[src/rtl/bus_cycle_sequencer_pkg.sv]
// Shared constants and FSM encoding for the chip-bus cycle sequencer.
package bus_cycle_sequencer_pkg;
  typedef enum logic [1:0] {
    ST_IDLE   = 2'd0,
    ST_CHIP   = 2'd1,
    ST_E_WAIT = 2'd2,
    ST_VMA    = 2'd3
  } seq_state_e;

  localparam int E_PERIOD        = 10;
  localparam int E_HIGH_START    = 6;
  localparam int E_VMA_SLOT      = 2;
  localparam int DMA_RUN_MAX_DEF = 3;
endpackage

[src/rtl/bus_cycle_sequencer_eclk_divider.sv]
// 28 MHz -> 7 MHz slot phase counter and the 10-slot E clock divider.
module eclk_divider
  import bus_cycle_sequencer_pkg::*;
(
  input  logic       i_clk,
  input  logic       i_rst_n,
  output logic [1:0] o_phase,
  output logic [3:0] o_ediv,
  output logic       o_clk7_en,
  output logic       o_eclk,
  output logic       o_e_pulse
);
  localparam logic [3:0] EDIV_LAST = 4'(E_PERIOD - 1);

  logic [1:0] r_phase;
  logic [3:0] r_ediv;
  logic       w_clk7_en;

  assign w_clk7_en = (r_phase == 2'd3);

  always_ff @(posedge i_clk or negedge i_rst_n) begin
    if (!i_rst_n) begin
      r_phase <= '0;
      r_ediv  <= '0;
    end else begin
      r_phase <= r_phase + 2'd1;
      if (w_clk7_en) r_ediv <= (r_ediv == EDIV_LAST) ? 4'd0 : r_ediv + 4'd1;
    end
  end

  // Decoded straight from reset-cleared registers, so they drop with reset.
  assign o_phase   = r_phase;
  assign o_ediv    = r_ediv;
  assign o_clk7_en = w_clk7_en;
  assign o_eclk    = (r_ediv >= 4'(E_HIGH_START));
  assign o_e_pulse = w_clk7_en && (r_ediv == EDIV_LAST);
endmodule

[src/rtl/bus_cycle_sequencer.sv]
// Chip-slot arbiter (DMA vs CPU) and CPU cycle FSM for chip and 6800-style cycles.
module bus_cycle_sequencer
  import bus_cycle_sequencer_pkg::*;
#(
  parameter int DMA_RUN_MAX = DMA_RUN_MAX_DEF
) (
  input  logic       clk28m,
  input  logic       _reset,
  input  logic       cpu_req,
  input  logic       cpu_vpa,
  input  logic       dma_req,
  output logic [1:0] phase,
  output logic       clk7_en,
  output logic       eclk,
  output logic       e_pulse,
  output logic       dma_grant,
  output logic       cpu_grant,
  output logic       vma,
  output logic       cpu_ack
);
  localparam int RUN_W = $clog2(DMA_RUN_MAX + 1);

  logic [1:0]       w_phase;
  logic [3:0]       w_ediv;
  logic             w_clk7_en, w_eclk, w_e_pulse;
  seq_state_e       r_state;
  logic             r_dma_grant, r_cpu_grant, r_slot_valid;
  logic             r_vma, r_ack, r_wait_low;
  logic [RUN_W-1:0] r_dma_run;
  logic             w_cpu_pend, w_run_open, w_dma_win, w_cpu_win;

  eclk_divider u_ediv (
    .i_clk     (clk28m),
    .i_rst_n   (_reset),
    .o_phase   (w_phase),
    .o_ediv    (w_ediv),
    .o_clk7_en (w_clk7_en),
    .o_eclk    (w_eclk),
    .o_e_pulse (w_e_pulse)
  );

  // A chip request stops being pending once its ack is out.
  assign w_cpu_pend = (r_state == ST_CHIP) && cpu_req && !r_ack;
  assign w_run_open = (r_dma_run < RUN_W'(DMA_RUN_MAX));
  assign w_dma_win  = dma_req && (w_run_open || !w_cpu_pend);
  assign w_cpu_win  = !w_dma_win && w_cpu_pend;

  always_ff @(posedge clk28m or negedge _reset) begin
    if (!_reset) begin
      r_state      <= ST_IDLE;
      r_dma_grant  <= 1'b0;
      r_cpu_grant  <= 1'b0;
      r_slot_valid <= 1'b0;
      r_vma        <= 1'b0;
      r_ack        <= 1'b0;
      r_wait_low   <= 1'b0;
      r_dma_run    <= '0;
    end else begin
      if (!cpu_req) r_wait_low <= 1'b0;
      if (w_clk7_en) begin
        r_dma_grant  <= w_dma_win;
        r_cpu_grant  <= w_cpu_win;
        r_slot_valid <= w_cpu_win;
        if (w_cpu_win || !w_cpu_pend) r_dma_run <= '0;
        else if (w_dma_win && w_run_open) r_dma_run <= r_dma_run + RUN_W'(1);
      end
      unique case (r_state)
        ST_IDLE: begin
          if (cpu_req && !r_wait_low) r_state <= cpu_vpa ? ST_E_WAIT : ST_CHIP;
        end
        ST_CHIP: begin
          // A withdrawn request keeps its slot on the bus but never sees an ack.
          if (!cpu_req || r_ack) begin
            r_state      <= ST_IDLE;
            r_ack        <= 1'b0;
            r_slot_valid <= 1'b0;
            r_wait_low   <= r_ack && cpu_req;
          end else if (r_slot_valid && w_phase == 2'd2) begin
            r_ack <= 1'b1;
          end
        end
        ST_E_WAIT: begin
          if (!cpu_req) r_state <= ST_IDLE;
          else if (w_clk7_en && w_ediv == 4'(E_VMA_SLOT)) begin
            r_state <= ST_VMA;
            r_vma   <= 1'b1;
          end
        end
        ST_VMA: begin
          if (!cpu_req || r_ack) begin
            r_state    <= ST_IDLE;
            r_vma      <= 1'b0;
            r_ack      <= 1'b0;
            r_wait_low <= r_ack && cpu_req;
          end else if (w_phase == 2'd2 && w_ediv == 4'(E_PERIOD - 1)) begin
            r_ack <= 1'b1;
          end
        end
        default: r_state <= ST_IDLE;
      endcase
    end
  end

  assign phase     = w_phase;
  assign clk7_en   = w_clk7_en;
  assign eclk      = w_eclk;
  assign e_pulse   = w_e_pulse;
  assign dma_grant = r_dma_grant;
  assign cpu_grant = r_cpu_grant;
  assign vma       = r_vma;
  assign cpu_ack   = r_ack;
endmodule

[config.mk]
export PLATFORM = sky130hd
export DESIGN_NAME = bus_cycle_sequencer
export DESIGN_NICKNAME = d
export VERILOG_FILES = /design/src/rtl/bus_cycle_sequencer_pkg.sv /design/src/rtl/bus_cycle_sequencer_eclk_divider.sv /design/src/rtl/bus_cycle_sequencer.sv
export SDC_FILE = /design/constraint.sdc
export NUM_CORES = 1
export LEC_CHECK = 0
export BUFFER_PORTS_ARGS = -buffer_cell sky130_fd_sc_hd__buf_4
export CORE_MARGIN = 5
export CORE_UTILIZATION = 47
export DETAILED_ROUTE_END_ITERATION = 8
export HOLD_SLACK_MARGIN = 0.08
export PLACE_DENSITY_LB_ADDON = 0.08
export SLEW_MARGIN = 40
export SYNTH_ARGS = -nofsm -noshare
export SYNTH_HDL_FRONTEND = slang
export SYNTH_SLANG_ARGS = --single-unit
[constraint.sdc]
create_clock -name clk28m -period 1.5 [get_ports clk28m]
set_input_delay 0.225 -clock clk28m [delete_from_list [all_inputs] [get_ports clk28m]]
set_output_delay 0.225 -clock clk28m [all_outputs]
set_load 0.005 [all_outputs]
== Word-level counts from Yosys, hierarchy flattened ==
Cells that the tools add are included.

* Magnitude comparators: 2
* Divide/modulo/power cells: 0
* $mul: 0
* Shift-type cells: 0
* Equal/unequal tests: 15
* Muxes and demuxes: 24
* Add/sub/neg operators: 3
* Reduce and logical (&&, ||, !) cells: 28
* Bitwise logic cells: 0

{| class="wikitable"
|+ Operator list
! operator !! count
|-
| two-way mux 2 bit || 7
|-
| two-way mux 1 bit || 13
|-
| logical AND 1 bit || 11
|-
| == test 2 bit (second input constant) || 4
|-
| != test 2 bit (second input constant) || 4
|-
| != test 3 bit (second input constant) || 2
|-
| case mux 2 bit (3 select lines) || 1
|-
| AND reduction 3 bit || 2
|-
| nonzero test 2 bit || 3
|-
| zero test 1 bit || 5
|-
| adder 2 x 1 -> 2 bit (second input constant) || 2
|-
| adder 4 x 1 -> 4 bit (second input constant) || 1
|-
| == test 4 x 2 -> 1 bit (second input constant) || 1
|-
| == test 4 bit (second input constant) || 1
|-
| greater-or-equal comparator 4 x 3 -> 1 bit (second input constant) || 1
|-
| two-way mux 4 bit || 1
|-
| case mux 1 bit (2 select lines) || 2
|-
| AND reduction 4 bit || 1
|-
| logical OR 1 bit || 3
|-
| != test 3 x 1 -> 1 bit (second input constant) || 1
|-
| == test 2 x 1 -> 1 bit (second input constant) || 1
|-
| zero test 2 bit || 1
|-
| < comparator 2 bit (second input constant) || 1
|-
| != test 2 x 1 -> 1 bit (second input constant) || 1
|-
| 2 further kinds || 2
|}

* Flip-flop bits (word level): 16
* Bits in latches: 0
* Memory bits (read-only): 0
* Output and inout port bits: 9
* Memories: 0
* Bits in writable memories: 0
* Logic and storage cells: 82

== Depth between registers and ports, before layout ==
Gate-level depths: netlist of the first run.

* Depth in word-level cells: 11
* Gate-level depth with buffers: 5
* Gate-level depth less buffers: 5

== By module ==
A second synthesis of the first run with hierarchy kept.

* Cells, all modules: 70
* Area, all modules: 812.0 sq um

{| class="wikitable"
|+ Modules (own cells, without submodules)
! module !! sequential area each (sq um) !! times used !! area an instance (sq um) !! cells each
|-
| bus_cycle_sequencer || 250.2 || 1 || 551.8 || 48
|-
| eclk_divider || 150.1 || 1 || 260.2 || 22
|}

== Least setup slack after synthesis of the first run ==
No wires, ideal clock.

* Kind: register to output
* Start point: register u_ediv.r_phase[1], in the netlist u_ediv.o_phase[1]
* End point: output port e_pulse
* Setup slack: 0.041 ns
* Arrival time: 1.234 ns
* Cell stages (with the launch flop): 5
* Path buffers: 1
* Cell sequence: dfrtp_1 -> ha_1 -> clkbuf_1 -> nand2_1 -> nor3b_1

* Longest elaborated chain between the ends: 2

{| class="wikitable"
|+ Ends and longest elaborated chain
! item !! RTL line !! source
|-
| start, declared || bus_cycle_sequencer_eclk_divider.sv:15 || <nowiki>logic [1:0] r_phase;</nowiki>
|-
| start signal, assigned || bus_cycle_sequencer_eclk_divider.sv:26 || <nowiki>r_phase <= r_phase + 2'd1;</nowiki>
|-
| == test 2 bit || bus_cycle_sequencer_eclk_divider.sv:19 || <nowiki>assign w_clk7_en = (r_phase == 2'd3);</nowiki>
|-
| net clk7_en || bus_cycle_sequencer.sv:13 || <nowiki>output logic clk7_en,</nowiki>
|-
| logical AND 1 bit || bus_cycle_sequencer_eclk_divider.sv:36 || <nowiki>assign o_e_pulse = w_clk7_en && (r_ediv == EDIV_LAST);</nowiki>
|-
| end, declared || bus_cycle_sequencer.sv:15 || <nowiki>output logic e_pulse,</nowiki>
|}

The timed path passes the listed nets, and every way through them passes these cells.

== Worst setup path in the final report of the first run ==
* Start point: register u_ediv.r_phase[0], in the netlist u_ediv.o_phase[0]
* End point: output port e_pulse

* Longest elaborated chain between the ends: 2

{| class="wikitable"
|+ Ends and longest elaborated chain
! item !! RTL line
|-
| == test 2 bit || bus_cycle_sequencer_eclk_divider.sv:19
|-
| logical AND 1 bit || bus_cycle_sequencer_eclk_divider.sv:36
|}

Every way passes these cells.

==> key figures, run 1 <==
Outcome
  • Run status: finished clean

Global routing
  • Initial antenna violation count: 0
  • Grt ovf: 0
  • All-Layer GR Usage: 14.8%
  • Largest net degree at the start of global routing: 17
  • First-pass GRT wire length: 2830 um
  • Vias in the first global route: between 600 and 700

Logic synthesis
  • Post-synthesis sequential area ratio: between 50% and 60%
  • Cell count after synthesis: 76
  • Cell area after synthesis: 793 um2
  • YS warnings: 0
  • Seq cells post-synth: 16
  • Post-Synth Adder-Cell Area: 4.73%
  • Simple logic cell fraction of the synthesized area: between 20% and 30%
  • Net Count, Synth: 84
  • Largest family of logic cells by synthesized area: simple AND/OR/NAND/NOR gates
  • Unique masters post-synth: 33
  • Compound-Gate Fraction of Synth Area: around an eighth
  • Synth Area in XOR/XNOR: 2.21%
  • Mux contribution to synthesized area: approximately 1.4%
  • Syn_area_per_cell: roughly 10 um2

Drt
  • DRT Wirelength: approximately 1600 um
  • Pre-Repair DR Iteration Count: 6
  • Residual DRC: 0
  • Iteration-0 DRC count of the detailed router: 7
  • Remaining antenna violation count: 0
  • Via count: 640
  • Vias/cell: 5.29
  • DR WL/cell: 13.3 um

STA
  • Minimum clock period: around 1.5 ns
  • Worst-Margin Slew: around 0.28 ns
  • Max Clk Rate: 686 MHz
  • Unrepaired setup endpoints after global routing: yes
  • Final Slew Violations: 0
  • Hold Vio Cnt, Final: 0
  • Max_slew headroom: 81.0%
  • Final worst-path cycle share: 97.2%
  • Setup-failing EPs final: 0
  • Clock skew: 0.00671 ns

Setup path
  • Critical path type: flip-flop to output port
  • Crit path largest cell delay: roughly 0.41 ns
  • Worst Path Max Fanout: 3
  • Crit path capture type: output port
  • Crit path cell chain: ha_4 > nand2_4 > nor3b_2 > buf_4
  • CP max stage cell: dfrtp_1
  • Startpoint Class: flip-flop
  • Worst EP arrival: around 1.2 ns
  • Worst EP required: 1.27 ns

Floorplanning
  • Width of the die: 51.1 um
  • # IOs: 14
  • Die height: 51.1 um
  • Initial Utilization: between 50% and 60%
  • # rows: 14
  • Core Box Area: 1560 um2
  • Die area: 2610 um2

Power and ir drop
  • Gate power share: 9.2%
  • Int Power: ~630 uW
  • Psw: 180 uW
  • Net Sw Frac: between 20 and 25%
  • Pleak: 0.000555 uW
  • Worst vdd ir: roughly 0.44 mV
  • Clock power share: 35.4%
  • Pwr Density: 739 nW/um2
  • Sequential Power Share: a little under three fifths

Final layout
  • Fin cells: 121
  • Share of layout cells above drive strength 1: between 30 and 40%
  • P&R area growth vs syn: 37.5%
  • Layout Utilization: 70.0%
  • Ant. Diodes: 0
  • Fin nets: around 110

Clock network
  • Max Buffers Root-to-Sink: 2
  • H-Tree Depth: 1
  • Clk sinks: 16
  • Cts bufs inserted: 3
  • Clk slew on worst S/H paths: about 0.1 ns
  • Root Buffer: clkbuf_4
  • CTS tree: yes
  • Clk_lat worst skew: 0.28 ns

Min path
  • Worst hold path type: input port to flip-flop

Placed design
  • Final Wtd Congestion: just under 0.8
  • DP HPWL: 1090 um
  • Dpl cells: 111
  • Port Buf Inserts: 13

Job
  • Max-Cap Viols: 0
## layout by cell type, fill, tap and decap left out
cell type      count
nand2b_1           5
a21o_1             3
a22oi_1            1
ha_4               1
mux2_2             1
a31oi_1            1
nand3b_1           1
buf_4             26
nand4_1            1
nand3_1            3
o21ai_1            2
o21ai_0            3
nor2_1             1
clkbuf_8           1
ha_1               2
a22o_1             1
dlygate4sd3_1      1
or4b_4             1
nor2b_2            1
nand2_4            1
dfrtp_1           16
nor4b_4            1
a21oi_1            2
a21boi_1           1
nor3b_2            1
buf_6              1
o22ai_1            1
nor3_1             1
nand2_1            4
inv_1              5
nor4bb_1           1
nor4_1             1
and3_1             1
and4b_1            1
clkbuf_4           3
xor2_1             1
nor2b_1            5
o31a_1             1
xnor2_1            1
## metrics by stage
stage	power, uW	setup slack [ns]	cell area [um2]	TNS, ns	hold slack (ns)
finish	806	0.0414	1090	0	0.196
global route	855	-0.0293	1090	-0.0293	0.190
CTS	820	0.00700	1050	0	0.186
detailed placement	527	0.0408	963	0	0.100
global placement	527	0.0827	963	0	0.0964
floorplan	487	0.0407	793	0	-0.0706
## sequential cells by signal (all words and copies together), names as in the netlist
register,flops
r_slot_valid,1
r_dma_run,2
r_state,2
vma,1
u_ediv.o_ediv,4
r_wait_low,1
cpu_ack,1
dma_grant,1
cpu_grant,1
u_ediv.o_phase,2
## timing repair
action,4_1_cts,5_1_grt
hold buffers,1,0
pin swaps,1,4
cloned,0,0
endpoints found under the setup margin,1,3
hold endpoints to repair,16,0
resized for setup,3,6
buffers inserted,3,2
## kinds of logic after synthesis
family	after synthesis
fa+ha+maj	3
simple gates	30
xor+xnor	2
flops	16
compound gates	16
mux	1
buf+inv	8
## cells in the mapped netlist (all sizes together)
library cell   n  area (um2)
dfrtp         16         400
nor2b          6        37.5
inv            5        18.8
nand2          5        18.8
nand2b         5        31.3
o21ai          5        25.0
a21o           3        22.5
ha             3        37.5
nand3          3        15.0
a21oi          2        10.0
clkbuf         2        7.51
a21boi         1        7.51
a22o           1        8.76
a22oi          1        7.51
a31oi          1        6.26
and3           1        6.26
and4b          1        10.0
buf            1        7.51
mux2           1        11.3
nand3b         1        7.51
nand4          1        6.26
nor2           1        3.75
nor3           1        5.00
nor3b          1        7.51
nor4           1        6.26
nor4b          1        15.0
nor4bb         1        10.0
o22ai          1        6.26
o31a           1        8.76
or4b           1        10.0
xnor2          1        8.76
xor2           1        8.76
## worst max-delay path: cells and delay by family (launching register included)
family                     cells  cell delay (ns)
DFF                            1             0.41
and+or+nand+nor                2             0.23
adders and majority gates      1             0.18
buffers and inverters          1             0.13
## cell type report
cell class	instances	area (um2)
Clock buffer	4	36.3
Fill cell	130	468
Inverter	5	18.8
Multi-Input combinational cell	52	399
Sequential cell	16	400
Tap cell	16	20.0
Timing Repair Buffer	28	216
## metal layers
| layer | vias to the layer above | part of all wire [%] | global-route usage (%) |
|---|---|---|---|
| met1 | 303 | 49 | 20.7 |
| met2 | 13 | 45 | 21.0 |
| li1 | 322 | - | - |
| met4 | 0 | 0.81 | 6.73 |
| met5 | - | 0 | 0 |
| met3 | 2 | 4.5 | 4.07 |
## power by group through the flow
stage | Clock, uW | Sequential (uW) | Combinational, uW
finish | 285 | 447 | 74.4
global route | 322 | 448 | 85.1
CTS | 299 | 447 | 73.9
detailed placement | 0 | 455 | 71.6
global placement | 0 | 455 | 71.4
floorplan | 0 | 456 | 30.6
## path summary, 6_finish.rpt
path | slack [ns] | end | cells past startpoint | from
max in group asynchronous | 0.99 | u_ediv.o_ediv[1]$_DFFE_PN0P_ | 2 | _reset
min reg2reg | 0.52 | dma_grant$_DFFE_PN0P_ | 1 | dma_grant$_DFFE_PN0P_
max | 0.04 | e_pulse | 4 | u_ediv.o_phase[0]$_DFF_PN0_
min in group asynchronous | 0.33 | r_state[1]$_DFFE_PN0P_ | 2 | _reset
min | 0.20 | r_state[0]$_DFFE_PN0P_ | 2 | cpu_req
max reg2reg | 0.10 | vma$_DFFE_PN0P_ | 3 | u_ediv.o_ediv[0]$_DFFE_PN0P_
Note: power is estimated with default switching activity, not from simulation.
==> run 2: changes to the inputs <==
--- a/config.mk
+++ b/config.mk
@@ -6,10 +6,12 @@
 export NUM_CORES = 1
 export LEC_CHECK = 0
+export ABC_AREA = 1
 export BUFFER_PORTS_ARGS = -buffer_cell sky130_fd_sc_hd__buf_4
 export CORE_MARGIN = 5
-export CORE_UTILIZATION = 47
+export CORE_UTILIZATION = 48
 export DETAILED_ROUTE_END_ITERATION = 8
 export HOLD_SLACK_MARGIN = 0.08
 export PLACE_DENSITY_LB_ADDON = 0.08
+export SKIP_LAST_GASP = 1
 export SLEW_MARGIN = 40
 export SYNTH_ARGS = -nofsm -noshare
==> constraint.sdc (replaced) <==
create_clock -name clk28m -period 1.5 [get_ports clk28m]
set_input_delay 0.3 -clock clk28m [delete_from_list [all_inputs] [get_ports clk28m]]
set_output_delay 0.3 -clock clk28m [all_outputs]
set_load 0.005 [all_outputs]
==> run 2 against run 1 <==
  * Worst setup slack got worse by 0.052 ns
  * Total power up 34%
  * First-iteration DRC count rose by 100%
  * The flow now finishes with violations (setup timing)
  * Synthesized cell count rose by 34%
==> key figures, run 2 <==
Outcome
  • Run status: finished, violations left
  • Failing checks: setup timing

STA
  • Setup-failing EPs final: 1 (+1)
  • Final worst-path cycle share: 101% (+3.5 points)
  • Unrepaired setup endpoints after global routing: yes
  • Final Slew Violations: 0 (unchanged)
  • Max Clk Rate: 662 MHz (-3.4%)
  • Hold Vio Cnt, Final: 0 (unchanged)
  • Max_slew headroom: 80.1% (-0.92 points)
  • Worst-Margin Slew: 0.298 ns (+0.0176 ns)
  • Minimum clock period: 1.51 ns (+0.0521 ns)
  • Clock skew: 0.00513 ns (-0.00158 ns)
  • Final WS setup: -0.0107 ns (-0.0521 ns)

Floorplanning
  • # IOs: 14 (unchanged)
  • Core Box Area: 1690 um2 (+8.3%)
  • Initial Utilization: 49.7% (-1.2 points)
  • Width of the die: 51.8 um (+1.4%)
  • Die height: 51.8 um (+1.4%)
  • # rows: 15 (+1)
  • Die area: 2690 um2 (+2.9%)

Clock network
  • Cts bufs inserted: 3 (unchanged)
  • H-Tree Depth: 1 (unchanged)
  • Root Buffer: clkbuf_4
  • CTS tree: yes
  • Clk_lat worst skew: 0.28 ns (about the same)
  • Clk slew on worst S/H paths: 0.09 ns (about the same)
  • Clk sinks: 16 (unchanged)
  • Max Buffers Root-to-Sink: 2 (unchanged)

Logic synthesis
  • Post-synthesis sequential area ratio: 47.7% (-2.8 points)
  • Post-synth top area share: 47.7% (-2.8 points)
  • Cell count after synthesis: 102 (+34%)
  • Syn_area_per_cell: 8.23 um2 (-21%)
  • Cell with the most instances after synthesis: nand2_1
  • Unique masters post-synth: 21 (-36%)
  • Seq cells post-synth: 16 (unchanged)
  • YS warnings: 0 (unchanged)
  • Post-synth EDFFs: 0 (unchanged)
  • Cell area after synthesis: 840 um2 (+5.8%)
  • Synth top area cells: dfrtp_1 (48%), nand2_1 (11%), inv_1 (6.3%)
  • Yosys top cell by area: dfrtp_1
  • Most common flop cell mapped by yosys: dfrtp_1
  • Most common library cells after synthesis: nand2_1 (24), dfrtp_1 (16), inv_1 (14), nor2_1 (13), nand3_1 (5)
  • Post-synth ARST share: 100% (unchanged)
  • Net Count, Synth: 110 (+31%)

Min path
  • Worst Hold Depth: 3 (+1)
  • Worst Hold Launch: dma_req
  • Worst hold path type: input port to flip-flop
  • Hold Path Sink: dma_grant$_DFFE_PN0P_

Setup path
  • Critical path type: flip-flop to output port
  • Worst EP required: 1.20 ns (-0.07 ns)
  • CP max stage cell: dfrtp_1
  • Top Family by Delay on Critical Path: flip-flops
  • Reg2reg path depth: 8 (+5)
  • Worst EP arrival: 1.21 ns (-0.02 ns)
  • R2R Setup Slk: 0.15 ns (+0.05 ns)
  • Critical R2R Capture: cpu_ack$_DFFE_PN0P_
  • Worst Path Max Fanout: 3 (unchanged)
  • Reg-to-Reg Start: u_ediv.o_phase[1]$_DFF_PN0_
  • Startpoint Class: flip-flop
  • Crit path cell chain: ha_4 > nand2_4 > nor3_4 > buf_4
  • Bufs and invs on worst path: 1 (unchanged)
  • Crit path largest cell delay: 0.41 ns (about the same)
  • Crit path capture type: output port

Drt
  • Iteration-0 DRC count of the detailed router: 14 (+7)
  • Via count: 707 (+10%)
  • Residual DRC: 0 (unchanged)
  • Pre-Repair DR Iteration Count: 4 (-2)
  • DRT Wirelength: 1590 um (-1.0%)
  • Vias/cell: 4.91 (-7.2%)
  • DR WL/cell: 11.0 um (-17%)
  • Remaining antenna violation count: 0 (unchanged)

Placed design
  • DP HPWL: 1150 um (+6.0%)
  • Final Wtd Congestion: 0.781 (+0.94%)
  • Port Buf Inserts: 13 (unchanged)

Global routing
  • First-pass GRT wire length: 2870 um (+1.4%)
  • Grt ovf: 0 (unchanged)
  • Initial antenna violation count: 0 (unchanged)
  • All-Layer GR Usage: 14.8% (+0.055 points)
  • Vias in the first global route: 684 (+9.8%)
  • Largest net degree at the start of global routing: 17 (unchanged)

Final layout
  • Share of layout cells above drive strength 1: 30.7% (-5.5 points)
  • Fin nets: 137 (+20%)
  • Most frequent cells in the layout: nand2_1 (24), buf_4 (22), dfrtp_1 (16), inv_1 (14), nor2_1 (13)
  • Filler Cell Count: 147 (+13%)
  • Layout Utilization: 63.4% (-6.6 points)
  • P&R area growth vs syn: 27.6%
  • Commonest non-fill, non-tap cell in the layout: nand2_1
  • Area occupied by multi-input gates: 392 um2 (-1.9%)
  • Register area: 400 um2 (unchanged)
  • Ant. Diodes: 0 (unchanged)
  • Flip-flop count of the largest register after layout: 4 (unchanged)

Power and ir drop
  • Pwr Density: 1010 nW/um2 (+37%)
  • Pleak: 0.000601 uW (+8.2%)
  • Worst vdd ir: 0.619 mV (+41%)
  • Overall power: 1080 uW (+34%)

Job
  • Max-Cap Viols: 0 (unchanged)
-- run 2: cell types whose count changed after synthesis, sizes merged, moves of 2 or more --
cell,before,now
nand2b,5,0
nand3,3,6
nor2,1,16
clkbuf,2,0
nand2,5,28
nand4,1,4
nor2b,6,0
a21o,3,0
inv,5,16
-- run 2: routing by layer --
metal | vias up | wire [um] | track usage, % | part of all wire [%]
met5 | - | 0 | 0 | 0
met4 | 0 | 46 | 9.17 | 2.9
met3 | 5 | 82 | 3.72 | 5.2
met2 | 16 | 708 | 22.4 | 45
met1 | 317 | 751 | 18.7 | 47
li1 | 369 | - | - | -
-- run 2: logic make-up (layout without fill, tap and decap cells) --
group	Yosys count	in the layout	synth area share, %
xor gates and xnor gates	2	2	2.09
AOI/OAI and AO/OA	9	9	6.56
DFF	16	16	47.7
buffers and inverters	17	42	8.49
adders and majority gates	3	3	4.47
and+or+nand+nor	55	55	30.7
-- run 2: repair_timing --
item | in CTS | in global routing
endpoints found under the setup margin | 2 | 2
pin swaps | 1 | 2
hold endpoints to repair | 16 | 0
setup buffers | 5 | 3
resized for setup | 3 | 1
hold buffers | 1 | 0
cloned | 0 | 0
-- run 2: metrics by stage --
step                      hold slack, ns  worst slack (ns)  cells  TNS, ns  cell area, um2
after floorplan                  0.00441             0.214    102        0             840
after global placement             0.174             0.259    132        0             955
after detailed placement           0.173             0.218    132        0             955
after CTS                          0.253           0.00833    141        0            1040
after global routing               0.259            -0.106    144   -0.130            1070
final                              0.263           -0.0107    144  -0.0107            1070
-- run 2: worst max path at each step --
stage,slack (ns),cells after the start,startpoint,end
after floorplan,0.21,3,u_ediv.o_phase[1]$_DFF_PN0_,e_pulse
after global placement,0.26,4,u_ediv.o_phase[0]$_DFF_PN0_,e_pulse
after detailed placement,0.22,4,u_ediv.o_phase[1]$_DFF_PN0_,e_pulse
after CTS,0.008,4,u_ediv.o_phase[0]$_DFF_PN0_,e_pulse
after global routing,-0.11,4,u_ediv.o_phase[1]$_DFF_PN0_,e_pulse
final,-0.01,4,u_ediv.o_phase[1]$_DFF_PN0_,e_pulse
-- run 2: power by group --
group,switching (uW),internal (uW)
sequential,68.4,488
combinational,173,134
clock,126,93.3
-- run 2: final cells by class --
cell class | instances | area share, %
clock buffer | 3 | 2.10
inverter | 16 | 5.61
multi-input combinational | 69 | 36.6
sequential | 16 | 37.4
tap | 17 | 1.99
timing repair buffer | 23 | 16.4
-- run 2: tightest hold or removal path: stages --
cell and delay (ns):
buf_4 0.09, nand3_1 0.07, nand2_1 0.06
==> run 3: changes to the inputs <==
- CORE_UTILIZATION: 48 -> 50
- GPL_ROUTABILITY_DRIVEN: unset -> 0
- clock period: 1.5 -> 1.55 ns (I/O delays scaled with it)
==> run 3 against run 2 <==
  * The run now ends clean
  * Combinational power is 1% lower
  * Sequential power is 3% lower
  * Total power is 3.7% higher
  * Largest power group unchanged
  * Highest routed layer unchanged
==> key figures, run 3 (synthesis results as in run 2) <==
Setup path
  • Reg-to-Reg Start: u_ediv.o_phase[0]$_DFF_PN0_
  • Top Family by Delay on Critical Path: flip-flops
  • Crit path cell chain: ha_4 > nand2_4 > nor3_4 > buf_4
  • Worst EP required: 1.24 ns (+0.04 ns)
  • Critical path type: flip-flop to output port
  • CP max stage cell: dfrtp_1
  • Reg2reg path depth: 9 (+1)
  • R2R Setup Slk: 0.08 ns (-0.07 ns)
  • Worst Path Max Fanout: 4 (+1)
  • Crit path capture type: output port
  • Bufs and invs on worst path: 1 (unchanged)
  • Startpoint Class: flip-flop
  • Critical R2R Capture: cpu_ack$_DFFE_PN0P_
  • Crit path largest cell delay: 0.41 ns (about the same)
  • Worst EP arrival: 1.23 ns (+0.02 ns)

Outcome
  • Run status: finished clean

Min path
  • Hold Path Sink: dma_grant$_DFFE_PN0P_
  • Worst Hold Launch: dma_req
  • Worst hold path type: input port to flip-flop
  • Worst Hold Depth: 3 (unchanged)

Power and ir drop
  • Pleak: 0.000597 uW (-0.57%)
  • Worst vdd ir: 0.581 mV (-6.2%)
  • Pwr Density: 1040 nW/um2 (+2.6%)

Global routing
  • GRT met1 Usage: 18.4% (-0.30 points)
  • Vias in the first global route: 694 (+1.5%)
  • Met2 Use GR: 23.1% (+0.76 points)
  • Top Usage Layer GRT: met2
  • Met3 usage: 3.78% (+0.054 points)
  • Largest net degree at the start of global routing: 17 (unchanged)
  • Grt ovf: 0 (unchanged)
  • First-pass GRT wire length: 2930 um (+2.2%)
  • All-Layer GR Usage: 14.7% (-0.098 points)
  • Initial antenna violation count: 0 (unchanged)

Placed design
  • Cell Area, Placed: 953 um2 (-0.13%)
  • DP HPWL: 1230 um (+6.4%)
  • Port Buf Inserts: 13 (unchanged)

Drt
  • Remaining antenna violation count: 0 (unchanged)
  • Via count: 713 (+0.85%)
  • DR WL/cell: 11.7 um (+5.8%)
  • Vias/cell: 4.99 (+1.6%)
  • Residual DRC: 0 (unchanged)
  • Pre-Repair DR Iteration Count: 4 (unchanged)
  • Iteration-0 DRC count of the detailed router: 6 (-8)
  • DRT Wirelength: 1670 um (+5.0%)

Floorplanning
  • # rows: 14 (-1)
  • Die area: 2600 um2 (-3.2%)
  • Die height: 51.0 um (-1.6%)
  • Width of the die: 51.0 um (-1.6%)
  • Initial Utilization: 54.5% (+4.8 points)
  • Core Box Area: 1540 um2 (-8.7%)
  • # IOs: 14 (unchanged)

STA
  • Final worst-path cycle share: 99.1%
  • Unrepaired setup endpoints after global routing: yes
  • Min Hold Slack: 0.269 ns (+0.00638 ns)
  • Worst-Margin Slew: 0.281 ns (-0.0172 ns)
  • Minimum clock period: 1.54 ns
  • Max Clk Rate: roughly 650 MHz
  • Hold Vio Cnt, Final: 0 (unchanged)
  • Final Slew Violations: 0 (unchanged)
  • Clock skew: 0.00568 ns (+0.000549 ns)
  • Setup-failing EPs final: 0 (-1)
  • Max_slew headroom: 81.2% (+1.1 points)

Job
  • Max-Cap Viols: 0 (unchanged)

Final layout
  • Most frequent cells in the layout: nand2_1 (24), buf_4 (21), dfrtp_1 (16), inv_1 (13), nor2_1 (13)
  • Commonest non-fill, non-tap cell in the layout: nand2_1
  • Fin nets: 136 (-0.73%)
  • Layout Utilization: 70.2% (+6.8 points)
  • Share of layout cells above drive strength 1: 33.1% (+2.4 points)
  • Flip-flop count of the largest register after layout: 4 (unchanged)
  • Final Instance Area: 1080 um2 (+1.1%)
  • Ant. Diodes: 0 (unchanged)
  • P&R area growth vs syn: 28.9%

Clock network
  • Max Buffers Root-to-Sink: 2 (unchanged)
  • Cts bufs inserted: 3 (unchanged)
  • Clk slew on worst S/H paths: 0.09 ns (about the same)
  • Clk_lat worst skew: 0.29 ns (about the same)
  • Clk sinks: 16 (unchanged)
  • H-Tree Depth: 1 (unchanged)
  • CTS tree: yes
  • Root Buffer: clkbuf_4
run 3: timing repair:
action                                  CTS  global route
resized for setup                         0             7
setup buffers                             3             4
hold endpoints to repair                 16             0
hold buffers                              1             0
endpoints found under the setup margin    1             2
pin swaps                                 1             4
run 3: worst min-delay path: stages:
cell and delay, ns:
buf_4 0.09, nand3_1 0.07, nand2_1 0.05
run 3: how the worst max path moves through the flow:
| stage | slack [ns] | depth (start not counted) | from | end |
|---|---|---|---|---|
| finish | 0.01 | 4 | u_ediv.o_phase[1]$_DFF_PN0_ | e_pulse |
| global route | -0.08 | 4 | u_ediv.o_phase[1]$_DFF_PN0_ | e_pulse |
| CTS | 0.02 | 4 | u_ediv.o_phase[1]$_DFF_PN0_ | e_pulse |
| detailed placement | 0.27 | 4 | u_ediv.o_phase[1]$_DFF_PN0_ | e_pulse |
| global placement | 0.30 | 4 | u_ediv.o_phase[1]$_DFF_PN0_ | e_pulse |
| floorplan | 0.25 | 3 | u_ediv.o_phase[1]$_DFF_PN0_ | e_pulse |
run 3: report_power, final:
group          total (uW)  switching [uW]  internal, uW
clock                 280             137           143
sequential            540            67.6           472
combinational         303             172           130
run 3: cell type report:
class | count | area (um2)
well taps | 16 | 20.0
multi-input cells | 69 | 398
repair buffers | 22 | 168
inverters | 16 | 60.1
clock buffers | 4 | 36.3
fillers | 122 | 459
flip-flops and latches | 16 | 400
run 3: metal layers:
metal	up-vias	wire length (um)
met5	-	0
met4	0	38
met3	4	67
met2	11	839
met1	330	723
li1	368	-
run 3: through the flow:
stage / std cells / worst slack, ns / setup TNS (ns) / total power (uW)
after floorplan: 102 / 0.254 / 0 / 777
after global placement: 131 / 0.304 / 0 / 840
after detailed placement: 131 / 0.265 / 0 / 851
after CTS: 139 / 0.0207 / 0 / 1130
after global routing: 143 / -0.0837 / -0.122 / 1200
final: 143 / 0.0137 / 0 / 1120
